`src/rtl/uart_pkg.sv`:
```
// Shared UART definitions: receiver states, bit-timing constants and
// the parity helper used by both uart_rx_os and uart_tx.
package uart_pkg;

    typedef enum logic [2:0] {
        IDLE,
        START,
        DATA,
        PARITY,
        STOP
    } rx_state_t;

    localparam int OVERSAMPLE = 16;
    localparam int MID_LO     = 7;
    localparam int MID_HI     = 9;
    localparam int DATA_BITS  = 8;

    function automatic logic calc_parity(
        input logic [DATA_BITS-1:0] d,
        input logic                 odd
    );
        return (^d) ^ odd;
    endfunction

endpackage

```
`src/rtl/uart_rx_os_if.sv`:
```
// Host-side bundle of the oversampling receiver: FIFO head, status
// and the pop / error-clear strobes.
interface uart_rx_os_if
    import uart_pkg::*;
#(
    parameter int CW = 4
);

    logic                 rd_en;
    logic                 err_clr;
    logic [DATA_BITS-1:0] data_out;
    logic                 data_valid;
    logic                 parity_err;
    logic                 frame_err;
    logic [CW-1:0]        fifo_count;
    logic                 overrun_err;

    modport master (
        output rd_en,
        output err_clr,
        input  data_out,
        input  data_valid,
        input  parity_err,
        input  frame_err,
        input  fifo_count,
        input  overrun_err
    );

    modport slave (
        input  rd_en,
        input  err_clr,
        output data_out,
        output data_valid,
        output parity_err,
        output frame_err,
        output fifo_count,
        output overrun_err
    );

endinterface

```
`src/rtl/uart_sync_fifo.sv`:
```
// Show-ahead synchronous FIFO with exact occupancy count; the head
// word reads as zero while empty.
module uart_sync_fifo #(
    parameter int WIDTH = 10,
    parameter int DEPTH = 8
) (
    input  logic                   clk,
    input  logic                   rst,
    input  logic                   push,
    input  logic                   pop,
    input  logic [WIDTH-1:0]       din,
    output logic [WIDTH-1:0]       dout,
    output logic [$clog2(DEPTH):0] count,
    output logic                   full,
    output logic                   empty
);

    localparam int AW = $clog2(DEPTH);

    logic [WIDTH-1:0] mem [DEPTH];
    logic [AW-1:0]    wr_ptr;
    logic [AW-1:0]    rd_ptr;
    logic [AW:0]      cnt;
    logic             do_pop;
    logic             do_push;

    assign full    = (cnt == (AW+1)'(DEPTH));
    assign empty   = (cnt == '0);
    assign do_pop  = pop && !empty;
    // a full FIFO still accepts a push when the head leaves this cycle
    assign do_push = push && (!full || do_pop);
    assign dout    = empty ? '0 : mem[rd_ptr];
    assign count   = cnt;

    always_ff @(posedge clk) begin
        if (do_push) begin
            mem[wr_ptr] <= din;
        end
    end

    always_ff @(posedge clk or negedge rst) begin
        if (!rst) begin
            wr_ptr <= '0;
            rd_ptr <= '0;
            cnt    <= '0;
        end else begin
            if (do_push) begin
                wr_ptr <= wr_ptr + AW'(1);
            end
            if (do_pop) begin
                rd_ptr <= rd_ptr + AW'(1);
            end
            case ({do_push, do_pop})
                2'b10:   cnt <= cnt + (AW+1)'(1);
                2'b01:   cnt <= cnt - (AW+1)'(1);
                default: cnt <= cnt;
            endcase
        end
    end

endmodule

```
`src/rtl/uart_rx_os.sv`:
```
// 16x oversampling UART receiver with mid-bit majority vote, parity and
// framing checks, feeding a show-ahead FIFO of flagged bytes.
module uart_rx_os
    import uart_pkg::*;
#(
    parameter int CLK_FREQ   = 50000000,
    parameter int BAUD       = 9600,
    parameter int PARITY_EN  = 1,
    parameter int PARITY_ODD = 0,
    parameter int FIFO_DEPTH = 8
) (
    input  logic         clk,
    input  logic         rst,
    input  logic         rx,
    uart_rx_os_if.slave  host
);

    localparam int DIV_RAW = CLK_FREQ / (BAUD * OVERSAMPLE);
    localparam int DIV     = (DIV_RAW < 1) ? 1 : DIV_RAW;
    localparam int DW      = (DIV > 1) ? $clog2(DIV) : 1;
    localparam int CW      = $clog2(FIFO_DEPTH) + 1;
    localparam int EW      = DATA_BITS + 2;

    rx_state_t            state;
    logic                 rx_meta;
    logic                 rx_s;
    logic                 rx_q;
    logic [DW-1:0]        div_cnt;
    logic [3:0]           tcnt;
    logic [2:0]           bit_idx;
    logic [DATA_BITS-1:0] shreg;
    logic                 s_lo;
    logic                 s_mid;
    logic                 p_err;
    logic                 ovr;

    logic                 tick;
    logic                 fall;
    logic                 maj;
    logic                 mid;
    logic                 last;
    logic                 push;
    logic                 p_flag;
    logic [EW-1:0]        entry;
    logic [EW-1:0]        head;
    logic [CW-1:0]        count;
    logic                 full;
    logic                 empty;

    assign tick   = (state != IDLE) && (div_cnt == DW'(DIV - 1));
    assign fall   = rx_q & ~rx_s;
    // third sample is the live line value at the decision tick
    assign maj    = (s_lo & s_mid) | (s_lo & rx_s) | (s_mid & rx_s);
    assign mid    = tick && (tcnt == 4'(MID_HI));
    assign last   = tick && (tcnt == 4'(OVERSAMPLE - 1));
    assign push   = mid && (state == STOP);
    assign p_flag = (PARITY_EN != 0) && p_err;
    assign entry  = {~maj, p_flag, shreg};

    always_ff @(posedge clk or negedge rst) begin
        if (!rst) begin
            rx_meta <= 1'b1;
            rx_s    <= 1'b1;
            rx_q    <= 1'b1;
        end else begin
            rx_meta <= rx;
            rx_s    <= rx_meta;
            rx_q    <= rx_s;
        end
    end

    always_ff @(posedge clk or negedge rst) begin
        if (!rst) begin
            state   <= IDLE;
            div_cnt <= '0;
            tcnt    <= '0;
            bit_idx <= '0;
            shreg   <= '0;
            s_lo    <= 1'b0;
            s_mid   <= 1'b0;
            p_err   <= 1'b0;
        end else begin
            div_cnt <= (state == IDLE || tick) ? '0 : div_cnt + DW'(1);
            if (state == IDLE) begin
                tcnt <= '0;
            end else if (tick) begin
                tcnt <= tcnt + 4'd1;
            end
            if (tick && tcnt == 4'(MID_LO)) begin
                s_lo <= rx_s;
            end
            if (tick && tcnt == 4'(MID_LO + 1)) begin
                s_mid <= rx_s;
            end
            case (state)
                IDLE: begin
                    if (fall) begin
                        state   <= START;
                        bit_idx <= '0;
                        p_err   <= 1'b0;
                    end
                end
                START: begin
                    if (mid && maj) begin
                        state <= IDLE;
                    end else if (last) begin
                        state <= DATA;
                    end
                end
                DATA: begin
                    if (mid) begin
                        shreg <= {maj, shreg[DATA_BITS-1:1]};
                    end
                    if (last) begin
                        if (bit_idx == 3'(DATA_BITS - 1)) begin
                            state <= (PARITY_EN != 0) ? PARITY : STOP;
                        end else begin
                            bit_idx <= bit_idx + 3'd1;
                        end
                    end
                end
                PARITY: begin
                    if (mid) begin
                        p_err <= calc_parity(shreg, PARITY_ODD != 0) ^ maj;
                    end
                    if (last) begin
                        state <= STOP;
                    end
                end
                STOP: begin
                    if (mid) begin
                        state <= IDLE;
                    end
                end
                default: state <= IDLE;
            endcase
        end
    end

    always_ff @(posedge clk or negedge rst) begin
        if (!rst) begin
            ovr <= 1'b0;
        end else if (push && full && !host.rd_en) begin
            ovr <= 1'b1;
        end else if (host.err_clr) begin
            ovr <= 1'b0;
        end
    end

    uart_sync_fifo #(
        .WIDTH (EW),
        .DEPTH (FIFO_DEPTH)
    ) u_fifo (
        .clk   (clk),
        .rst   (rst),
        .push  (push),
        .pop   (host.rd_en),
        .din   (entry),
        .dout  (head),
        .count (count),
        .full  (full),
        .empty (empty)
    );

    assign host.data_out    = head[DATA_BITS-1:0];
    assign host.parity_err  = head[DATA_BITS];
    assign host.frame_err   = head[DATA_BITS+1];
    assign host.data_valid  = ~empty;
    assign host.fifo_count  = count;
    assign host.overrun_err = ovr;

endmodule

```
`src/flat_wrapper.sv`:
```
// flat-port wrapper written by rule: the top's interface ports become plain ports
module uart_rx_os_flat import uart_pkg::*;
#(
    parameter int CLK_FREQ   = 50000000,
    parameter int BAUD       = 9600,
    parameter int PARITY_EN  = 1,
    parameter int PARITY_ODD = 0,
    parameter int FIFO_DEPTH = 8
)
  (clk, rst, rx, host_rd_en, host_err_clr, host_data_out, host_data_valid, host_parity_err, host_frame_err, host_fifo_count, host_overrun_err);
  uart_rx_os_if #(.CW(4)) host_i ();
  input  logic clk;
  input  logic rst;
  input  logic rx;
  input wire logic [$bits(host_i.rd_en)-1:0] host_rd_en;
  input wire logic [$bits(host_i.err_clr)-1:0] host_err_clr;
  output wire logic [$bits(host_i.data_out)-1:0] host_data_out;
  output wire logic [$bits(host_i.data_valid)-1:0] host_data_valid;
  output wire logic [$bits(host_i.parity_err)-1:0] host_parity_err;
  output wire logic [$bits(host_i.frame_err)-1:0] host_frame_err;
  output wire logic [$bits(host_i.fifo_count)-1:0] host_fifo_count;
  output wire logic [$bits(host_i.overrun_err)-1:0] host_overrun_err;
  assign host_i.rd_en = host_rd_en;
  assign host_i.err_clr = host_err_clr;
  assign host_data_out = host_i.data_out;
  assign host_data_valid = host_i.data_valid;
  assign host_parity_err = host_i.parity_err;
  assign host_frame_err = host_i.frame_err;
  assign host_fifo_count = host_i.fifo_count;
  assign host_overrun_err = host_i.overrun_err;
  uart_rx_os #(.CLK_FREQ(CLK_FREQ), .BAUD(BAUD), .PARITY_EN(PARITY_EN), .PARITY_ODD(PARITY_ODD), .FIFO_DEPTH(FIFO_DEPTH)) u_core (.clk(clk), .rst(rst), .rx(rx), .host(host_i));
endmodule
```
`config.mk`:
```
export PLATFORM = sky130hd
export DESIGN_NAME = uart_rx_os_flat
export DESIGN_NICKNAME = d
export VERILOG_FILES = /design/src/rtl/uart_pkg.sv /design/src/rtl/uart_rx_os_if.sv /design/src/rtl/uart_sync_fifo.sv /design/src/rtl/uart_rx_os.sv /design/src/flat_wrapper.sv
export SDC_FILE = /design/constraint.sdc
export NUM_CORES = 1
export LEC_CHECK = 0
export CAP_MARGIN = 20
export CORE_ASPECT_RATIO = 0.75
export CORE_MARGIN = 4
export CORE_UTILIZATION = 55
export DETAILED_ROUTE_END_ITERATION = 12
export PLACE_DENSITY = 0.73
export SYNTH_ARGS = -nofsm -noshare
export SYNTH_HDL_FRONTEND = slang
export SYNTH_SLANG_ARGS = --single-unit
```
`constraint.sdc`:
```
create_clock -name clk -period 3.6 [get_ports clk]
set_input_delay 0.72 -clock clk [delete_from_list [all_inputs] [get_ports clk]]
set_output_delay 0.72 -clock clk [all_outputs]
set_load 0.02 [all_outputs]
```
Word level (Yosys, flattened, before mapping)
Memory sizes are Yosys's and may differ from the RTL's.
Cells that the tools add are included.
{ "totals": {"register_bits": 44, "latchBits": 0, "ram_bits": 80, "romBits": 0, "input_bits": 5, "n_memories": 1} }
{ "classes": {"add_sub_neg": 7, "mul": 0, "div": 0, "n_lt_le_gt_ge": 0, "n_eq_ne": 21, "shift": 0, "n_mux": 24, "bitwise_logic": 10, "reduce_logical": 29} }
{ "memory_table": {"columns": ["memory", "depth", "width", "rd", "rd_ports_with_merged_regs", "wr", "line", "rtl"], "rows": [
  ["u_core.u_fifo.mem", 8, 10, 1, 0, 1, "uart_sync_fifo.sv:20", "logic [WIDTH-1:0] mem [DEPTH];"]
]} }
{ "ops": {"columns": ["operator", "count"], "rows": [
  ["$mux W3", 10],
  ["$eq A4 B4 Y1 const B", 4],
  ["$pmux W3 S5", 1],
  ["$ne A2 B1 Y1 const B", 6],
  ["$logic_and A1 B1 Y1", 11],
  ["$mux W10", 1],
  ["$reduce_bool A2 Y1", 5],
  ["$add A3 B1 Y3 const B", 3],
  ["$add A9 B1 Y9 const B", 1],
  ["$eq A9 B9 Y1 const B", 1],
  ["$mux W9", 1],
  ["$add A4 B1 Y4 const B", 2],
  ["$mux W4", 2],
  ["$pmux W4 S2", 1],
  ["$reduce_xor A8 Y1", 1],
  ["$eq A3 B2 Y1 const B", 2],
  ["$eq A3 B3 Y1 const B", 2],
  ["$mux W1", 6],
  ["$pmux W3 S2", 1],
  ["$reduce_and A6 Y1", 1],
  ["$and A1 B1 Y1", 4],
  ["$eq A4 B3 Y1 const B", 1],
  ["$logic_not A4 Y1", 1],
  ["$reduce_and A4 Y1", 1],
  ["other kinds (16)", 22]
]} }

Depth between registers and ports, before layout
{ "logic_depth": {"word_depth": 7, "mapped_depth": 10, "ltp_nobuf": 10} }

By module
Synthesis repeated with hierarchy kept, for this count alone.
{ "hier_totals": {"hier_cells": 362, "area_unflattened_um2": 5469.0} }
{ "by_module_without_submodules": {"columns": ["module", "instances", "cells_per_inst", "area_per_inst_um2", "seq_area_each_um2"], "rows": [
  ["uart_sync_fifo", 1, 206, 3741.1, 2652.5],
  ["uart_rx_os", 1, 156, 1727.9, 854.6]
]} }

Least setup slack after synthesis
OpenSTA, ideal clock, no wires.
{ "synth_path": {"path_kind": "register to register", "start": "register u_core.div_cnt[4]", "end": "memory u_core.u_fifo.mem[1][0], enable pin", "arrival_time_ps": 2328, "required_time_ps": 3210, "setup_slack_ps": 882, "path_stages_with_launch": 6, "path_cell_list": "dfrtp_1 -> or4b_4 -> buf_6 -> nor4_1 -> nand3_1 -> nor3_1"} }
{ "synth_between": {"elab_chain_len": 7} }
{ "synth_rtl": {"columns": ["item", "line", "rtl"], "rows": [
  ["start, declared", "uart_rx_os.sv:28", "logic [DW-1:0] div_cnt;"],
  ["start signal, assigned", "uart_rx_os.sv:83", "div_cnt <= (state == IDLE || tick) ? '0 : div_cnt + DW'(1);"],
  ["$eq A9 B9 Y1", "uart_rx_os.sv:50", "assign tick = (state != IDLE) && (div_cnt == DW'(DIV - 1));"],
  ["$logic_and A1 B1 Y1", "uart_rx_os.sv:50", null],
  ["$logic_and A1 B1 Y1", "uart_rx_os.sv:54", "assign mid = tick && (tcnt == 4'(MID_HI));"],
  ["$logic_and A1 B1 Y1", "uart_rx_os.sv:56", "assign push = mid && (state == STOP);"],
  ["$logic_and A1 B1 Y1", "uart_sync_fifo.sv:31", "assign do_push = push && (!full || do_pop);"],
  ["$mux W1", "uart_sync_fifo.sv:36", "if (do_push) begin"],
  ["$mux W1 (implied by the code)", "uart_sync_fifo.sv:37", "mem[wr_ptr] <= din;"],
  ["end, declared", "uart_sync_fifo.sv:20", null]
]} }
No other way between the ends.

Final worst setup path
{ "layout_path": {"start": "register u_core.u_fifo.rd_ptr[0]", "end": "output port host_data_out[5]"} }
{ "layout_between": {"elab_chain_len": 2} }
{ "layout_rtl": {"columns": ["item", "line", "rtl"], "rows": [
  ["start, declared", "uart_sync_fifo.sv:22", "logic [AW-1:0] rd_ptr;"],
  ["start signal, assigned", "uart_sync_fifo.sv:51", "rd_ptr <= rd_ptr + AW'(1);"],
  ["$mem_v2 Z8 W10", null, null],
  ["$mux W10", "uart_sync_fifo.sv:32", "assign dout = empty ? '0 : mem[rd_ptr];"],
  ["end, declared", "flat_wrapper.sv:17", "output wire logic [$bits(host_i.data_out)-1:0] host_data_out;"]
]} }
No other way between the ends.

==> reports/qor.csv <==
stage;metric;value;unit
run_status;status;complete, no violations;
yosys;Syn Inst Count;358;
clocking;CTS Hold Bufs;0;
timing;Final Critical Period;3180;ps
placed_design;Final HPWL DP;6560;um
yosys;Synth Warn #;0;
timing;Tightest Pin Transition;1040;ps
timing;Worst Skew;8.32;ps
die;Initial Utilization;56.3;%
die;die span in x;123;um
global_routing;first-pass GRT wire length;17300;um
yosys;Post-Syn Nets;373;
detailed_routing;metal3 WL;625;um
timing;endpoints failing hold;0;
detailed_routing;vias post-DR;3218;
global_routing;GRT overflow;0;
clocking;post-CTS setup buffers;0;
yosys;Mean Syn Cell Area;15.1;um2
final_layout;Register Area;3510;um2
global_routing;vias in the first global route;3156;
die;num ports;21;
final_layout;Area Growth Syn to Fin;18.1;%
yosys;library cells used by synthesis;49;
critical_path;Worst EP required;2880;ps
timing;Max transition margin;30.4;%
clocking;H-tree depth;4;
yosys;Yosys reg bits;124;
pwr;Leakage;2.58;nW
critical_path;RR Endpoint;u_core.u_fifo.mem[4][7]$_DFFE_PP_;
pwr;total power;0.00392;W
clocking;post-CTS resize count;0;
final_layout;Nets;412;
detailed_routing;DRC;0;
clocking;CTS clk-pin slew, worst paths;50;ps
yosys;area leader, netlist;edfxtp_1;
timing;Hold Slack;210;ps
clocking;cts bufs inserted;17;
critical_path;R2R setup slack;690;ps
detailed_routing;Avg WL per Cell;19.5;um
clocking;CTS tree;done;
timing;RSZ-0062 raised after global routing;false;
critical_path;CP startpoint;u_core.u_fifo.rd_ptr[0]$_DFFE_PN0P_;
yosys;post-synthesis cell area;5420;um2
placed_design;GPL Wtd Cong;0.841;
clocking;CTS Buffer Depth;2;
die;# rows;31;
critical_path;FF-to-FF Start;u_core.div_cnt[4]$_DFF_PN0_;
timing;Final WS setup;418;ps
flow_run;max cap viols;0;
clocking;Clk Tree Root Cell;clkbuf_16;
critical_path;worst r2r path cells;4;
placed_design;pre-CTS setup slack;663;ps
critical_path;type of origin of the critical path;flop;
critical_path;CP arrival;2460;ps
final_layout;multi-input logic area;1820;um2
pwr;worst vdd ir;0.340;mV
timing;Slew Limit Fails;0;
worst_hold_path;worst hold path type;input port to asynchronous set/reset pin;
clocking;clock sinks;124;
final_layout;Final Util;66.6;%
yosys;ys async rst share;35.5;%
detailed_routing;Metal-1 WL;4820;um
yosys;sequential share of the synthesized area;64.7;%
final_layout;Filler cells;689;
yosys;Yosys top cell area share;44.3;%
die;Die ar.;11500;um2
final_layout;antenna cell count;0;
detailed_routing;antenna viol nets, final;0;
timing;fmax;0.314;GHz
timing;Final period util;88.4;%
yosys;ys flop type;edfxtp_1;
global_routing;GRT Resource Usage Total;20.5;%
pwr;pwr dens;612;nW/um2
clocking;Clock Latency Late Sink;410;ps
detailed_routing;final WL;10500;um
die;Core Box Area;9620;um2
final_layout;layout cells sized above 1;18.0;%
critical_path;Crit Path Max Fanout;22;
timing;final number of setup-violating endpoints;0;
critical_path;kind of critical path;flop to primary output;
detailed_routing;Iteration-0 DRC Markers;255;
yosys;Synth area leaders;edfxtp_1, dfrtp_1, mux4_2;
global_routing;initial antenna violation count;0;
placed_design;PortBufs;20;
detailed_routing;Highest Signal Layer;met4;
die;Die Y;94.0;um
critical_path;Worst Setup EP;host_data_out[5];
global_routing;largest net degree at the start of global routing;45;
detailed_routing;WL met2;4910;um
critical_path;crit end category;primary output;
timing;Post-Route Setup TNS;0;ps
yosys;Post-synth EDFFs;80;
detailed_routing;vias per inst;5.94;
detailed_routing;TritonRoute pass-1 iters;4;
-- state kept, by name (all words and copies together) (netlist names) --
name	cells
u_core.u_fifo.count	4
u_core.shreg	8
u_core.u_fifo.wr_ptr	3
u_core.rx_q	1
u_core.rx_meta	1
u_core.rx_s	1
u_core.s_mid	1
u_core.bit_idx	3
u_core.state	3
u_core.div_cnt	9
u_core.host.overrun_err	1
u_core.u_fifo.mem	80
u_core.u_fifo.rd_ptr	3
u_core.p_err	1
u_core.tcnt	4
u_core.s_lo	1
-- layout make-up --
type                    instances  share of cell area (%)
multi-input cells             210                    28.4
clock buffers                  22                    6.94
inverters                      12                   0.703
flip-flops and latches        124                    54.8
well taps                     132                    2.58
repair buffers                 32                    4.71
clock inverters                10                    1.91
-- cell usage after synthesis, types with 2 or more instances --
| library cell | count |
|---|---|
| and3_1 | 3 |
| buf_1 | 2 |
| clkbuf_1 | 8 |
| dfrtp_1 | 41 |
| dfstp_2 | 3 |
| edfxtp_1 | 80 |
| ha_1 | 10 |
| inv_1 | 12 |
| mux2_2 | 3 |
| mux2_4 | 7 |
| mux2i_1 | 12 |
| mux4_2 | 20 |
| nand2_1 | 21 |
| nand2b_1 | 3 |
| nand3_1 | 11 |
| nand3b_1 | 3 |
| nand4_1 | 4 |
| nor2_1 | 32 |
| nor2b_1 | 2 |
| nor3_1 | 6 |
| nor3b_1 | 3 |
| nor4_1 | 8 |
| o21ai_0 | 9 |
| o22ai_1 | 4 |
| o31a_1 | 4 |
| or3b_2 | 2 |
| or4_1 | 2 |
| xnor2_1 | 16 |
| xor2_1 | 7 |
-- metrics by stage --
stage / area (um2) / instances
2_1_floorplan: 5420 / 358
3_3_place_gp: 5810 / 508
3_5_place_dp: 5810 / 508
4_1_cts: 6370 / 540
5_1_grt: 6400 / 542
6_report: 6400 / 542
-- cells in the final DEF (no fill, tap or decap), drive strengths merged, types with 12 or more instances in the layout --
master,netlist,final
buf,4,13
nor2,32,32
clkdlybuf4s50,0,19
nand2,21,21
mux4,20,20
clkbuf,8,22
edfxtp,80,80
mux2i,12,12
dfrtp,41,41
xnor2,16,16
inv,12,12
-- logic make-up after synthesis --
kind of cell	count (synthesis)	share of synthesized area, %
AOI/OAI and AO/OA	25	3.09
xor gates and xnor gates	24	4.13
adders and majority gates	10	2.31
buffers and inverters	24	1.87
DFF	124	64.7
muxes	43	13.3
and+or+nand+nor	108	10.6
-- worst min-delay path by stage --
stage / slack (ps) / endpoint / cells past startpoint / from
final: 210 / u_core.shreg[3]$_DFFE_PN0P_ / 1 / rst
after global placement: 350 / u_core.rx_s$_DFF_PN1_ / 0 / u_core.rx_meta$_DFF_PN1_
after CTS: 360 / u_core.rx_s$_DFF_PN1_ / 0 / u_core.rx_meta$_DFF_PN1_
after detailed placement: 350 / u_core.rx_s$_DFF_PN1_ / 0 / u_core.rx_meta$_DFF_PN1_
after global routing: 220 / u_core.shreg[3]$_DFFE_PN0P_ / 1 / rst
after floorplan: 350 / u_core.rx_s$_DFF_PN1_ / 0 / u_core.rx_meta$_DFF_PN1_
-- report_power, final --
part | total (W) | leakage (nW) | internal, W | switching, W
logic | 0.000572 | 0.841 | 0.000276 | 0.000296
clock network | 0.00164 | 0.272 | 0.00107 | 0.000567
registers | 0.00170 | 1.46 | 0.00157 | 0.000132
total | 0.00392 | 2.58 | 0.00292 | 0.000995
-- per-layer routing --
layer | vias to the layer above | GRT usage, %
li1 | 1443 | -
met1 | 1649 | 29.4
met2 | 105 | 29.9
met3 | 21 | 6.20
met4 | 0 | 7.46
met5 | - | 0
-- critical path: stages (launching register included) --
cell and delay [ps]:
dfrtp_1 320, buf_4 380, mux4_2 580, mux2i_1 160, nor2_1 60, clkdlybuf4s50_1 550
Note: power is estimated with default switching activity, not from simulation.
==> edit 1 (same flow settings) <==
`PARITY_EN` is set to 1 in 2 places; all go to 0.
--- a/src/rtl/uart_rx_os.sv
+++ b/src/rtl/uart_rx_os.sv
@@ -5,7 +5,7 @@
 #(
     parameter int CLK_FREQ   = 50000000,
     parameter int BAUD       = 9600,
-    parameter int PARITY_EN  = 1,
+    parameter int PARITY_EN  = 0,
     parameter int PARITY_ODD = 0,
     parameter int FIFO_DEPTH = 8
 ) (
--- a/src/flat_wrapper.sv
+++ b/src/flat_wrapper.sv
@@ -3,7 +3,7 @@
 #(
     parameter int CLK_FREQ   = 50000000,
     parameter int BAUD       = 9600,
-    parameter int PARITY_EN  = 1,
+    parameter int PARITY_EN  = 0,
     parameter int PARITY_ODD = 0,
     parameter int FIFO_DEPTH = 8
 )
Behaviour: same outputs for any inputs over 10 cycles, from zero or initial values and one cycle with rst low; that may be too few to reach the edited logic, so the function may still have changed.
==> edit 1 against the unedited design <==
Count of clock-buffer cells in the layout is 4 lower. Power increased by 9.3%. Worst setup slack worse by 0.063 ns. Area after synthesis fell by 9.9%. Sequential cell count is 9 lower. First-iteration DRC count grew 1.2%. Routed wire length is 16% lower. Final area fell by 9.5%.
==> edit 1: results (changes against the unedited design) <==
[grt] all-layer global routing usage 19.5% [-1.0 points]
[place] number of placed instances with taps included 432 [-15%]
[grt] wire length of the first global-routing pass 14500 um [-16%]
[final_layout] layout net count 359 [-13%]
[yosys] count of distinct cell types in the synthesized netlist 54 [+10%]
[route] initial DRC count 258 [+1.2%]
[clocking] CTS HTree Levels 4 [unchanged]
[power] switching part of the total 27.7% [+2.3 points]
[worst_setup_path] capture instance of the worst register-to-register path u_core.u_fifo.count[1]
[clocking] clock slew at the register clock pins of the worst setup and hold paths 0.05 ns [about the same]
[place] port bufs 19 [-5.0%]
[yosys] sequential area share after synthesis 66.4% [+1.7 points]
[power] combinational power 1.05 mW [+84%]
[worst_setup_path] maximum net fanout on the critical path 20 [-9.1%]
[worst_setup_path] Worst Path Arrival 2.53 ns [+0.07 ns]
[sta] smallest hold slack 0.354 ns [+0.143 ns]
[worst_setup_path] number of cells on the worst reg-to-reg path 7 [+3]
[power] leakage power figure 2.25 nW [-13%]
[yosys] count of flip-flops with a built-in enable after synthesis 72 [-10%]
[worst_setup_path] CP max stage cell sky130_fd_sc_hd__clkdlybuf4s50_1
[place] HPWL after detailed placement 5370 um [-18%]
[status] outcome complete, no violations
[power] fraction of power consumed by the clock network 37.7% [-4.2 points]
[final_layout] registers with the highest flip-flop counts u_core.u_fifo.mem x72, u_core.div_cnt x9, u_core.shreg x8
[place] RD Place Congestion 0.796 [-5.4%]
[grt] maximum number of pins on one net before global-route repair 44 [-2.2%]
[yosys] FFs w/ async S/R, synth 37.4% [+1.9 points]
[grt] number of global-route vias before repair 2587 [-18%]
[final_layout] fill cell count 580 [-16%]
[sta] Final Critical Period 3.25 ns [+0.0629 ns]
[final_layout] fraction of final layout cells with drive strength greater than 1 23.0% [+5.0 points]
[route] via count 2651 [-18%]
[place] placed standard-cell area 5210 sq um [-10%]
[sta] max-slew headroom at the worst pin 36.6% [+6.3 points]
[power] worst-case vdd ir drop 0.000577 V [+70%]
[place] Worst Setup Slack post-DPL 0.774 ns [+0.111 ns]
[route] Via-to-Cell Ratio 5.71 [-3.8%]
[yosys] Synth area leaders sky130_fd_sc_hd__edfxtp_1 (44%), sky130_fd_sc_hd__dfrtp_1 (21%), sky130_fd_sc_hd__mux4_2 (8.3%)
[floorplanning] area of the die 10500 sq um [-9.2%]
[yosys] number of nets produced by synthesis 320 [-14%]
[hold_path] kind of path behind the tightest hold check flop to flop
[worst_setup_path] Crit Reg-Reg Startpoint u_core.u_fifo.count[1]
[route] WL final 8840 um [-16%]
edit 1: final cells by class:
class,count,area (sq um),area share [%]
clock buffers,18,429,7.41
repair buffers,31,275,4.75
well taps,108,135,2.33
multi-input cells,171,1540,26.6
flip-flops and latches,115,3240,56.0
clock inverters,13,143,2.46
inverters,8,30.0,0.518
edit 1: cell families (layout without fill, tap and decap cells):
| kind of cell | Yosys count | after routing | share of synthesized area, % |
|---|---|---|---|
| buf+inv | 19 | 70 | 2.08 |
| flops | 115 | 115 | 66.4 |
| compound gates | 17 | 17 | 2.56 |
| simple gates | 86 | 86 | 10.0 |
| xor+xnor | 17 | 17 | 3.05 |
| other cells | 1 | 1 | 0.0768 |
| mux | 40 | 40 | 13.2 |
| fa+ha+maj | 10 | 10 | 2.56 |
edit 1: metal layers:
| layer | part of all wire (%) | track usage (%) |
|---|---|---|
| met5 | 0 | 0 |
| met2 | 48 | 29.0 |
| met1 | 44 | 27.2 |
| met3 | 6.3 | 6.70 |
| met4 | 1.5 | 6.88 |
==> edit 2 (same settings) <==
Without the edit above. Encoding of `rx_state_t`: now one-hot (5 bits for 5 states).
--- a/src/rtl/uart_pkg.sv
+++ b/src/rtl/uart_pkg.sv
@@ -2,12 +2,12 @@
 // the parity helper used by both uart_rx_os and uart_tx.
 package uart_pkg;
 
-    typedef enum logic [2:0] {
-        IDLE,
-        START,
-        DATA,
-        PARITY,
-        STOP
+    typedef enum logic [4:0] {
+        IDLE   = 5'b00001,
+        START  = 5'b00010,
+        DATA   = 5'b00100,
+        PARITY = 5'b01000,
+        STOP   = 5'b10000
     } rx_state_t;
 
     localparam int OVERSAMPLE = 16;
Check against the original RTL: same outputs for any inputs over 10 cycles, from zero or initial values and one cycle with rst low; not proved beyond that.
==> edit 2 against the unedited design <==
Via count shrank 4.5%. Routed wire length grew 0.97%. Power shrank 7.2%. Sequential cell count grew 2. Worst setup slack lost 0.0013 ns. Non-clock buffer count grew 1. Die area grew 0.32%. Final area grew 0.90%. Area after synthesis grew 0.35%. Combinational power shrank 40%. Count of clock-buffer cells in the layout shrank 4. First-iteration DRC count grew 18%. Worst hold slack gained 0.041 ns. Critical path type unchanged.
==> edit 2: results (changes against the unedited design) <==
[status] outcome complete, no violations
[grt] met2 routing resource usage after global routing 30.1% [+0.20 points]
[yosys] adder-cell share of the synthesized area 2.30% [-0.0080 points]
[worst_setup_path] Crit Reg-Reg Startpoint u_core.div_cnt[0]
[route] average wire per cell in the routed design 19.7 um [+0.97%]
[worst_setup_path] number of cells on the worst reg-to-reg path 8 [+4]
[sta] Setup Skew 0.0154 ns [+0.00712 ns]
[place] HPWL after detailed placement 6480 um [-1.2%]
[yosys] mean cell area of the mapped netlist 15.4 sq um [+1.8%]
[route] initial DRC count 302 [+18%]
[grt] maximum number of pins on one net before global-route repair 47 [+4.4%]
[worst_setup_path] maximum net fanout on the critical path 22 [unchanged]
[grt] global routing met3 resource utilization 6.38% [+0.18 points]
[yosys] most used standard cells in the synthesized netlist sky130_fd_sc_hd__edfxtp_1 (80), sky130_fd_sc_hd__dfrtp_1 (42), sky130_fd_sc_hd__nor2_1 (32)
[grt] wire length of the first global-routing pass 17400 um [+0.76%]
[worst_setup_path] R2R setup slack 1.20 ns [+0.51 ns]
[yosys] Synth area leaders sky130_fd_sc_hd__edfxtp_1 (44%), sky130_fd_sc_hd__dfrtp_1 (19%), sky130_fd_sc_hd__mux4_2 (8.3%)
[power] cell internal power dissipation 2.78 mW [-4.8%]
[yosys] number of nets produced by synthesis 368 [-1.3%]
[worst_setup_path] Worst Setup EP host_data_out[4]
[worst_setup_path] capture instance of the worst register-to-register path u_core.u_fifo.mem[4][2]
[grt] all-layer global routing usage 20.8% [+0.31 points]
[place] Worst Setup Slack post-DPL 0.825 ns [+0.163 ns]
[route] Post-Route M1 WL 4800 um [-0.48%]
[yosys] xor/xnor cell area share of the yosys netlist 4.03% [-0.11 points]
[place] RD Place Congestion 0.806 [-4.2%]
[route] Via-to-Cell Ratio 5.67 [-4.5%]
[route] met3 wire length 658 um [+5.3%]
[place] placed standard-cell area 5860 sq um [+0.97%]
[final_layout] fill cell count 617 [-10%]
[power] leakage power figure 2.55 nW [-0.95%]
[yosys] count of distinct cell types in the synthesized netlist 53 [+8.2%]
[route] WL final 10700 um [+0.97%]
[route] routed wire length on met2 5100 um [+3.9%]
[sta] smallest hold slack 0.251 ns [+0.0406 ns]
[worst_setup_path] CP Launch Point u_core.u_fifo.rd_ptr[0]
[power] worst-case vdd ir drop 0.000380 V [+12%]
[clocking] CTS HTree Levels 4 [unchanged]
[yosys] Synth Area in Compound Gates 3.91% [+0.82 points]
[final_layout] fraction of final layout cells with drive strength greater than 1 20.0% [+2.0 points]
[yosys] mux cell area share after synthesis 13.0% [-0.32 points]
[place] number of placed instances with taps included 509 [+0.20%]
[grt] number of global-route vias before repair 3154 [-0.063%]
[yosys] sequential area share after synthesis 65.4% [+0.72 points]
[yosys] FFs w/ async S/R, synth 36.5% [+1.0 points]
[sta] Least-Margin Pin Slew 0.670 ns [-0.371 ns]
[grt] GR Layer Usage met1 30.3% [+0.91 points]
edit 2: final cells by class:
| cell class | count | area, sq um | share of cell area, % |
|---|---|---|---|
| Inverter | 13 | 48.8 | 0.755 |
| Tap cell | 132 | 165 | 2.56 |
| Clock inverter | 14 | 150 | 2.32 |
| Clock buffer | 18 | 429 | 6.64 |
| Sequential cell | 126 | 3560 | 55.1 |
| Multi-Input combinational cell | 206 | 1800 | 27.9 |
| Timing Repair Buffer | 33 | 305 | 4.73 |
edit 2: power by group through the flow:
| stage | clock [mW] | combinational [mW] | sequential, mW |
|---|---|---|---|
| after global placement | 0 | 0.334 | 1.65 |
| final | 1.66 | 0.346 | 1.63 |
| after detailed placement | 0 | 0.338 | 1.66 |
| after floorplan | 0 | 0.275 | 1.64 |
| after global routing | 1.76 | 0.386 | 1.64 |
| after CTS | 1.68 | 0.344 | 1.63 |
